[src/rtl/pong_game_ctrl.sv]
// Pong frame sequencer: derives one update tick per VGA frame and advances
// paddles, ball, collisions, scores and the serve/play/game-over state machine.
module pong_game_ctrl #(
    parameter int HD           = 640,
    parameter int VD           = 480,
    parameter int PAD_W        = 8,
    parameter int PAD_H        = 72,
    parameter int PAD_VEL      = 3,
    parameter int LPAD_X       = 32,
    parameter int RPAD_X       = 600,
    parameter int BALL_SIZE    = 8,
    parameter int BALL_VEL     = 2,
    parameter int SERVE_FRAMES = 60,
    parameter int WIN_SCORE    = 7
) (
    input  logic       clk,
    input  logic       reset,
    input  logic [9:0] x,
    input  logic [9:0] y,
    input  logic       btn_l_up,
    input  logic       btn_l_dn,
    input  logic       btn_r_up,
    input  logic       btn_r_dn,
    input  logic       start,
    output logic [9:0] lpad_y,
    output logic [9:0] rpad_y,
    output logic [9:0] ball_x,
    output logic [9:0] ball_y,
    output logic [3:0] score_l,
    output logic [3:0] score_r,
    output logic [1:0] game_state,
    output logic       game_over,
    output logic       frame_tick
);
    localparam int CW = $clog2(SERVE_FRAMES + 1);

    localparam logic [9:0] P_VEL   = 10'(PAD_VEL);
    localparam logic [9:0] P_MAX   = 10'(VD - PAD_H);
    localparam logic [9:0] P_INIT  = 10'((VD - PAD_H) / 2);
    localparam logic [9:0] VD_CNT  = 10'(VD);

    localparam logic signed [10:0] C_BV   = 11'(BALL_VEL);
    localparam logic signed [10:0] C_BS   = 11'(BALL_SIZE);
    localparam logic signed [10:0] C_VD   = 11'(VD);
    localparam logic signed [10:0] C_HD   = 11'(HD);
    localparam logic signed [10:0] C_PH   = 11'(PAD_H);
    localparam logic signed [10:0] C_LX   = 11'(LPAD_X);
    localparam logic signed [10:0] C_LHIT = 11'(LPAD_X + PAD_W);
    localparam logic signed [10:0] C_RX   = 11'(RPAD_X);
    localparam logic signed [10:0] C_RRIM = 11'(RPAD_X + PAD_W);
    localparam logic signed [10:0] C_CX   = 11'((HD - BALL_SIZE) / 2);
    localparam logic signed [10:0] C_CY   = 11'((VD - BALL_SIZE) / 2);

    typedef enum logic [1:0] {
        S_IDLE  = 2'd0,
        S_SERVE = 2'd1,
        S_PLAY  = 2'd2,
        S_OVER  = 2'd3
    } state_t;

    state_t             state_reg, state_next;
    logic [9:0]         lpad_reg, lpad_next, rpad_reg, rpad_next;
    logic signed [10:0] bx_reg, bx_next, by_reg, by_next;
    logic [3:0]         score_l_reg, score_l_next, score_r_reg, score_r_next;
    logic               dx_neg_reg, dx_neg_next, dy_neg_reg, dy_neg_next;
    logic [CW-1:0]      cnt_reg, cnt_next;
    logic               cond_q_reg, tick_reg, over_reg;
    logic               cond;

    // Clamped paddle step; both or neither button holds position.
    function automatic logic [9:0] pad_step(input logic [9:0] p, input logic up, input logic dn);
        if (up && !dn)
            return (p < P_VEL) ? 10'd0 : p - P_VEL;
        else if (dn && !up)
            return (p > P_MAX - P_VEL) ? P_MAX : p + P_VEL;
        else
            return p;
    endfunction

    assign cond = (x == 10'd0) && (y == VD_CNT);

    always_ff @(posedge clk) begin
        if (reset) begin
            state_reg   <= S_IDLE;
            lpad_reg    <= P_INIT;
            rpad_reg    <= P_INIT;
            bx_reg      <= C_CX;
            by_reg      <= C_CY;
            score_l_reg <= 4'd0;
            score_r_reg <= 4'd0;
            dx_neg_reg  <= 1'b0;
            dy_neg_reg  <= 1'b0;
            cnt_reg     <= '0;
            cond_q_reg  <= 1'b0;
            tick_reg    <= 1'b0;
            over_reg    <= 1'b0;
        end else begin
            state_reg   <= state_next;
            lpad_reg    <= lpad_next;
            rpad_reg    <= rpad_next;
            bx_reg      <= bx_next;
            by_reg      <= by_next;
            score_l_reg <= score_l_next;
            score_r_reg <= score_r_next;
            dx_neg_reg  <= dx_neg_next;
            dy_neg_reg  <= dy_neg_next;
            cnt_reg     <= cnt_next;
            cond_q_reg  <= cond;
            tick_reg    <= cond & ~cond_q_reg;
            over_reg    <= (state_next == S_OVER);
        end
    end

    logic signed [10:0] lpad_s, rpad_s, vy, vx;
    logic               vdy_neg, l_ovl, r_ovl;
    logic [CW-1:0]      cnt_inc;
    logic [3:0]         sl_inc, sr_inc;

    always_comb begin
        state_next   = state_reg;
        lpad_next    = lpad_reg;
        rpad_next    = rpad_reg;
        bx_next      = bx_reg;
        by_next      = by_reg;
        score_l_next = score_l_reg;
        score_r_next = score_r_reg;
        dx_neg_next  = dx_neg_reg;
        dy_neg_next  = dy_neg_reg;
        cnt_next     = cnt_reg;
        lpad_s       = signed'({1'b0, lpad_reg});
        rpad_s       = signed'({1'b0, rpad_reg});
        cnt_inc      = cnt_reg + CW'(1);
        sl_inc       = score_l_reg + 4'd1;
        sr_inc       = score_r_reg + 4'd1;
        l_ovl        = (by_reg + C_BS > lpad_s) && (by_reg < lpad_s + C_PH);
        r_ovl        = (by_reg + C_BS > rpad_s) && (by_reg < rpad_s + C_PH);

        // Vertical axis resolves independently of the horizontal one.
        vdy_neg = dy_neg_reg;
        if (dy_neg_reg && by_reg < C_BV) begin
            vy      = 11'sd0;
            vdy_neg = 1'b0;
        end else if (!dy_neg_reg && by_reg + C_BS + C_BV > C_VD) begin
            vy      = C_VD - C_BS;
            vdy_neg = 1'b1;
        end else begin
            vy = dy_neg_reg ? by_reg - C_BV : by_reg + C_BV;
        end
        vx = dx_neg_reg ? bx_reg - C_BV : bx_reg + C_BV;

        case (state_reg)
            S_IDLE: begin
                bx_next = C_CX;
                by_next = C_CY;
                if (start) begin
                    state_next   = S_SERVE;
                    score_l_next = 4'd0;
                    score_r_next = 4'd0;
                    cnt_next     = '0;
                end
            end
            S_SERVE: begin
                bx_next = C_CX;
                by_next = C_CY;
                if (tick_reg) begin
                    lpad_next = pad_step(lpad_reg, btn_l_up, btn_l_dn);
                    rpad_next = pad_step(rpad_reg, btn_r_up, btn_r_dn);
                    if (cnt_inc == CW'(SERVE_FRAMES)) begin
                        state_next = S_PLAY;
                        cnt_next   = '0;
                    end else begin
                        cnt_next = cnt_inc;
                    end
                end
            end
            S_PLAY: begin
                if (tick_reg) begin
                    lpad_next   = pad_step(lpad_reg, btn_l_up, btn_l_dn);
                    rpad_next   = pad_step(rpad_reg, btn_r_up, btn_r_dn);
                    by_next     = vy;
                    dy_neg_next = vdy_neg;
                    bx_next     = vx;
                    if (dx_neg_reg && bx_reg - C_BV <= C_LHIT && bx_reg >= C_LX && l_ovl) begin
                        bx_next     = C_LHIT;
                        dx_neg_next = 1'b0;
                    end else if (dx_neg_reg && bx_reg < C_BV) begin
                        // Right scores; next serve heads back toward the left.
                        score_r_next = sr_inc;
                        state_next   = (sr_inc == 4'(WIN_SCORE)) ? S_OVER : S_SERVE;
                        bx_next      = C_CX;
                        by_next      = C_CY;
                        dx_neg_next  = 1'b1;
                    end else if (!dx_neg_reg && bx_reg + C_BS + C_BV >= C_RX
                                 && bx_reg + C_BS <= C_RRIM && r_ovl) begin
                        bx_next     = C_RX - C_BS;
                        dx_neg_next = 1'b1;
                    end else if (!dx_neg_reg && bx_reg + C_BS + C_BV > C_HD) begin
                        score_l_next = sl_inc;
                        state_next   = (sl_inc == 4'(WIN_SCORE)) ? S_OVER : S_SERVE;
                        bx_next      = C_CX;
                        by_next      = C_CY;
                        dx_neg_next  = 1'b0;
                    end
                end
            end
            S_OVER: begin
                if (start) begin
                    state_next   = S_SERVE;
                    score_l_next = 4'd0;
                    score_r_next = 4'd0;
                    cnt_next     = '0;
                end
            end
            default: state_next = S_IDLE;
        endcase
    end

    assign lpad_y     = lpad_reg;
    assign rpad_y     = rpad_reg;
    assign ball_x     = bx_reg[9:0];
    assign ball_y     = by_reg[9:0];
    assign score_l    = score_l_reg;
    assign score_r    = score_r_reg;
    assign game_state = state_reg;
    assign game_over  = over_reg;
    assign frame_tick = tick_reg;
endmodule
[config.mk]
export PLATFORM = sky130hd
export DESIGN_NAME = pong_game_ctrl
export DESIGN_NICKNAME = d
export VERILOG_FILES = /design/src/rtl/pong_game_ctrl.sv
export SDC_FILE = /design/constraint.sdc
export NUM_CORES = 1
export LEC_CHECK = 0
export ABC_CLOCK_PERIOD_IN_PS = 3500
export BUFFER_PORTS_ARGS = -buffer_cell sky130_fd_sc_hd__buf_2
export CORE_MARGIN = 5
export CORE_UTILIZATION = 35
export DETAILED_ROUTE_END_ITERATION = 10
export PLACE_DENSITY_LB_ADDON = 0.12
export SLEW_MARGIN = 20
export SYNTH_ARGS = -nofsm -noshare
export SYNTH_HDL_FRONTEND = slang
export SYNTH_SLANG_ARGS = --single-unit
[constraint.sdc]
create_clock -name clk -period 3.5 [get_ports clk]
set_input_delay 0.7 -clock clk [delete_from_list [all_inputs] [get_ports clk]]
set_output_delay 0.7 -clock clk [all_outputs]
set_load 0.02 [all_outputs]
==> impl_metrics.ini, run 1 <==
[run_status]
status = finished, final reports clean

[sta]
setup_viol = 0
period_needed_ns = 3.450
rsz0062_at_grt = true
tightestPinTransition_ns = 0.6878
finalHoldViolations = 0
finalSetupTns_ns = 0
period_share_pct = 98.58
fin_skew_ns = 0.008305
fmax_mhz = 289.8
relSlewSlack_pct = 54.10
slew_violations = 0

[place]
hpwl_um = 17200
io_buffer_count = 77
finalWeightedCongestion = 0.9028

[power]
pwr-share-clk_pct = 37.6
pwr-share-comb_pct = 30.9
leakage_nw = 3.535
p_int_mw = 1.587
power_mw = 2.462
vdd_drop_max_v = 0.0002296
power_frac_seq_pct = 31.5
p_per_area_nw_per_um2 = 287.7
swShare_pct = 35.54
power.switching_uw = 875.1

[yosys]
yosysSeqAreaShare_pct = 18.41
netlist_area_um2 = 6741
ys_types = 81
syn_inst = 943
syn_area_per_cell_um2 = 7.149
synth-edff-count = 0
synth_nets = 1041
yosysWarnings = 0
synth_ff_type = dfxtp_1
ys_ff_latch = 62
synthArstFlopShare_pct = 0

[cells_and_area]
diodes = 0
drive_gt1_share_pct = 25.56
largest_register_ffs = 11
syn_to_final_growth_pct = 26.97
layout.nets = 1169
n_fill_cell = 1977
utilization_pct = 45.46

[critical_path]
reg2reg_from = by_reg[4]
crit_family = simple AND/OR/NAND/NOR gates
arrival_ns = 3.68
crit_path_start_kind = flip-flop
rr_worst_depth = 13
cp_max_fo = 5
worst-setup-path-type = flip-flop to flip-flop
startpoint = by_reg[4]
cp_cell_sequence = ha_4 > buf_4 > xor2_2 > ha_1 > nand3_2 > or2_4 > a21o_1 > a2111oi_4 > buf_4 > and4b_2 > or3b_4 > a21o_1 > a221o_1
r2r_slack_ns = 0.05
path_depth = 13
slowest_stage = or3b_4
endpoint_kind = flip-flop
required_ns = 3.73
cp-endpoint = bx_reg[2]
worst-path-buf-inv = 2
cpPeakStageDelay_ns = 0.42
r2r_end = bx_reg[2]

[clock_tree]
clk_pin_slew_ns = 0.06
cts_buffers = 9
cts_sinks = 62
clock-root-buffer = clkbuf_16
h-tree-depth = 3
cts_max_path_buffers = 2
cts_tree = done
clk-insertion-delay-late_ns = 0.35

[route]
drt_wl_total_um = 22480
drc = 0
drtIter0Drc = 465
drt-wirelength-per-cell_um = 16.83
viasPerCell = 5.505
route.vias.total = 7355
postRouteAntennaNets = 0
drtPass1Iterations = 5

[die]
die_w_um = 148.8
io_pins = 79
rows = 50
start_util_pct = 35.80
chipHeight_um = 148.8
core_um2 = 18830
die-area_um2 = 22140

[min_path]
worstHoldStart = cond_q_reg
min_path_type = flip-flop to flip-flop

[global_route]
grt_usage_pct = 19.70
grt_max_degree = 25
grt_pass1_wl_um = 35750
overflow = 0
grt_pass1_vias = 6861
antenna_found_initial = 0

[job]
cap_violations = 0
[metal layers]
metal  wire length [um]  track usage [%]
met1              10710            27.83
met2              10390            31.62
met3               1068            2.188
met4                316            5.950
met5                  0                0
[worst reg2reg max path, cell delays in order, from the launching register on]
cell	delay, ns
dfxtp_4	0.37
ha_4	0.17
buf_4	0.15
xor2_2	0.16
ha_1	0.30
nand3_2	0.07
or2_4	0.27
a21o_1	0.19
a2111oi_4	0.34
buf_4	0.15
and4b_2	0.26
or3b_4	0.42
a21o_1	0.17
a221o_1	0.30
[layout make-up]
type / instances / area [um2] / area share [%]
Clock inverter: 4 / 27.53 / 0.3216
Timing Repair Buffer: 188 / 1230 / 14.37
Sequential cell: 62 / 1262 / 14.75
Inverter: 54 / 203.9 / 2.383
Clock buffer: 12 / 277.8 / 3.245
Multi-Input combinational cell: 756 / 5233 / 61.13
Tap cell: 260 / 325.3 / 3.801
[cells in the mapped netlist (21+ instances only)]
master	number	area share, %
inv_1	53	3.0
dfxtp_1	62	18
o21ai_0	46	3.4
nor2_1	91	5.1
nor2b_1	23	2.1
clkbuf_1	46	2.6
ha_1	71	13
a21oi_1	74	5.5
buf_4	21	2.3
nand2_1	84	4.7
xnor2_1	32	4.2
nand3_1	30	2.2
nor3_1	41	3.0
[worst min-delay path by stage]
stage | endpoint | slack, ns | cells past startpoint
after floorplan | frame_tick | 0.37 | 1
after global placement | frame_tick | 0.39 | 1
after detailed placement | frame_tick | 0.39 | 1
after CTS | frame_tick | 0.40 | 1
after global routing | frame_tick | 0.41 | 1
final | frame_tick | 0.40 | 1
[power by group through the flow]
stage / sequential, mW / clock [mW] / combinational [mW]
after floorplan: 0.818 / 0 / 0.486
after global placement: 0.795 / 0 / 0.720
after detailed placement: 0.794 / 0 / 0.719
after CTS: 0.777 / 0.948 / 0.745
after global routing: 0.782 / 0.970 / 0.854
final: 0.775 / 0.926 / 0.761
[through the flow]
stage	hold WS (ns)	setup slack (ns)	std cells	cell area, um2
floorplan	0.3743	0.003416	943	6805
global placement	0.3912	-0.1312	1312	7924
detailed placement	0.3942	-0.1549	1312	7924
CTS	0.4028	-0.006071	1330	8289
global route	0.4119	-0.1173	1336	8559
finish	0.3965	0.04980	1336	8559
[kinds of logic (layout without fill, tap and decap cells)]
group	after synthesis	count (layout)	share of synthesized area, %
other	1	1	0.05563
muxes	5	5	0.7610
adders and majority gates	72	72	13.33
DFF	62	62	18.41
and+or+nand+nor	378	379	28.43
AOI/OAI and AO/OA	258	258	25.33
buffers and inverters	126	258	8.240
xor gates and xnor gates	41	41	5.438
[cells in the final DEF, fill, tap and decap left out, drive strengths merged, types with 5 or more instances in the layout]
cell type,instances
and3,7
xnor2,33
o31ai,7
inv,53
nand2b,6
a211oi,11
a21o,9
a31oi,18
nor2b,23
or2,8
nor2,91
nand3b,7
xor2,8
o22ai,8
o221ai,5
o21ai,50
o32ai,8
ha,71
o311ai,5
nand4,15
dfxtp,62
a2111oi,6
nor3,41
a21oi,74
nand2,85
buf,188
o31a,5
clkbuf,12
or4,7
nor4,18
o211ai,7
nand3,31
or3,15
[what timing repair did]
item                                    CTS  global route
setup buffers                             2             5
hold buffers                              0             0
gates cloned                              0             1
pin swaps                                 2            10
endpoints found under the setup margin   24            29
gates resized for setup                  13            44
No activity file was read; power rests on OpenSTA's default activity.
==> run 2, diff against run 1 <==
--- a/config.mk
+++ b/config.mk
@@ -7,6 +7,7 @@
 export LEC_CHECK = 0
 export ABC_CLOCK_PERIOD_IN_PS = 3500
 export BUFFER_PORTS_ARGS = -buffer_cell sky130_fd_sc_hd__buf_2
+export CORE_ASPECT_RATIO = 0.75
 export CORE_MARGIN = 5
 export CORE_UTILIZATION = 35
 export DETAILED_ROUTE_END_ITERATION = 10
==> run 2 against run 1 <==
The run now ends with negative setup slack left. Combinational power grew 5.3%. Die area grew 0.13%. Clock-buffer cell count shrank 1.
==> impl_metrics.ini, run 2 (same netlist as run 1, synthesis figures left out) <==
[route]
drc = 0
drt-wirelength-per-cell_um = 17.30
route.vias.total = 7470
drt_wl_total_um = 23300
postRouteAntennaNets = 0
drtIter0Drc = 651
viasPerCell = 5.546
drtPass1Iterations = 5

[cells_and_area]
n_fill_cell = 1978
multiInputGateArea_um2 = 5215
final-seq-area_um2 = 1257
design_area_um2 = 8697
layout_commonest_cell = buf_4
drive_gt1_share_pct = 26.42
utilization_pct = 45.40
layout.nets = 1187
largest_register_ffs = 11
most-common-layout-cells = buf_4, nor2_1, nand2_1
final_cell_count_no_fill = 1347
diodes = 0
syn_to_final_growth_pct = 29.01

[clock_tree]
hold_buffers = 0
clk_pin_slew_ns = 0.06
cts_max_path_buffers = 2
cts_buffers = 9
clock-root-buffer = clkbuf_16
cts_sinks = 62
h-tree-depth = 3
clk-insertion-delay-late_ns = 0.35
cts_tree = done

[run_status]
violations = negative setup slack
status = finished with violations

[die]
io_pins = 79
die_w_um = 170.3
chipHeight_um = 130.2
die-area_um2 = 22170
rows = 44
core_um2 = 19160
start_util_pct = 35.19

[sta]
setup_viol = 1
period_share_pct = 100.1
tightestPinTransition_ns = 0.7065
period_needed_ns = 3.502
fmax_mhz = 285.5
finalHoldWorstSlack_ns = 0.3914
relSlewSlack_pct = 52.72
slew_violations = 0
finalWorstSetupSlack_ns = -0.002399
finalSetupTns_ns = -0.002399
rsz0062_at_grt = true
fin_skew_ns = 0.007278
finalHoldViolations = 0

[power]
vdd_drop_max_v = 0.0002507
power_mw = 2.600
p_per_area_nw_per_um2 = 298.9
leakage_nw = 3.633

[job]
cap_violations = 0

[global_route]
grt_usage_pct = 20.65
grt_pass1_vias = 6879
antenna_found_initial = 0
grt_pass1_wl_um = 36940
overflow = 0
grt_max_degree = 27

[critical_path]
crit_path_start_kind = flip-flop
required_ns = 3.73
endpoint_kind = flip-flop
cp_cell_sequence = ha_4 > nand3_4 > nor2_4 > xor2_4 > ha_4 > o22ai_2 > or4b_4 > a211oi_2 > o311a_1 > o31ai_1 > or4_4 > nand4_1 > nor4_2 > a211o_1
cpPeakStageDelay_ns = 0.53
worst-setup-path-type = flip-flop to flip-flop
crit_top_cell = ha_4
arrival_ns = 3.73
slowest_stage = or4_4
cp_max_fo = 5

[place]
finalWeightedCongestion = 0.8733
hpwl_um = 17920
pre_cts_ws_ns = -0.1944
post_dp_cell_area_um2 = 8065
io_buffer_count = 77
dp_cells = 1325

[min_path]
min_path_type = flip-flop to flip-flop
[run 2: changes by cell type in the layout (fill, tap and decap cells not counted), moves of 2 or more]
cell        before  now
dfxtp_1         51   53
clkinvlp_4       3    1
nor3_2           2    0
buf_4          108  125
buf_6            3    5
bufinv_16        0    2
[run 2: layer usage]
metal	routed length, um	vias up	GRT usage [%]
li1	-	3737	-
met1	12110	3486	31.58
met2	9158	223	28.32
met3	1679	24	5.391
met4	356	0	5.117
met5	0	-	0
[run 2: layout make-up]
cell class                      instances  area share [%]
Timing Repair Buffer                  207           15.87
Multi-Input combinational cell        755           59.96
Clock inverter                          5          0.9351
Inverter                               54           2.345
Clock buffer                           11           2.791
Tap cell                              253           3.640
Sequential cell                        62           14.46
[run 2: final timing paths]
| kind | start | to | slack (ns) | depth (start not counted) |
|---|---|---|---|---|
| max reg2reg | by_reg[4] | bx_reg[7] | -0.002 | 14 |
| min reg2reg | cond_q_reg | frame_tick | 0.39 | 1 |
| max | by_reg[4] | bx_reg[7] | -0.002 | 14 |
| min | cond_q_reg | frame_tick | 0.39 | 1 |
[run 2: timing repair]
| item | CTS | global route |
|---|---|---|
| setup buffers | 2 | 6 |
| setup endpoints to repair | 25 | 27 |
| hold endpoints to repair | 0 | 0 |
| cloned | 0 | 0 |
| pin swaps | 12 | 18 |
| resized for setup | 29 | 26 |
[run 2: where the power goes]
part / switching (mW) / internal [mW] / total [mW]
Sequential: 0.0442 / 0.737 / 0.781
Combinational: 0.493 / 0.309 / 0.801
Clock: 0.373 / 0.645 / 1.02
Total: 0.909 / 1.69 / 2.60
[run 2: critical path: cells and delay by family, from the launching register on]
kind / cells / cell delay (ns)
and+or+nand+nor: 6 / 1.67
DFF: 1 / 0.37
xor gates and xnor gates: 1 / 0.26
AOI/OAI and AO/OA: 5 / 0.77
adders and majority gates: 2 / 0.32
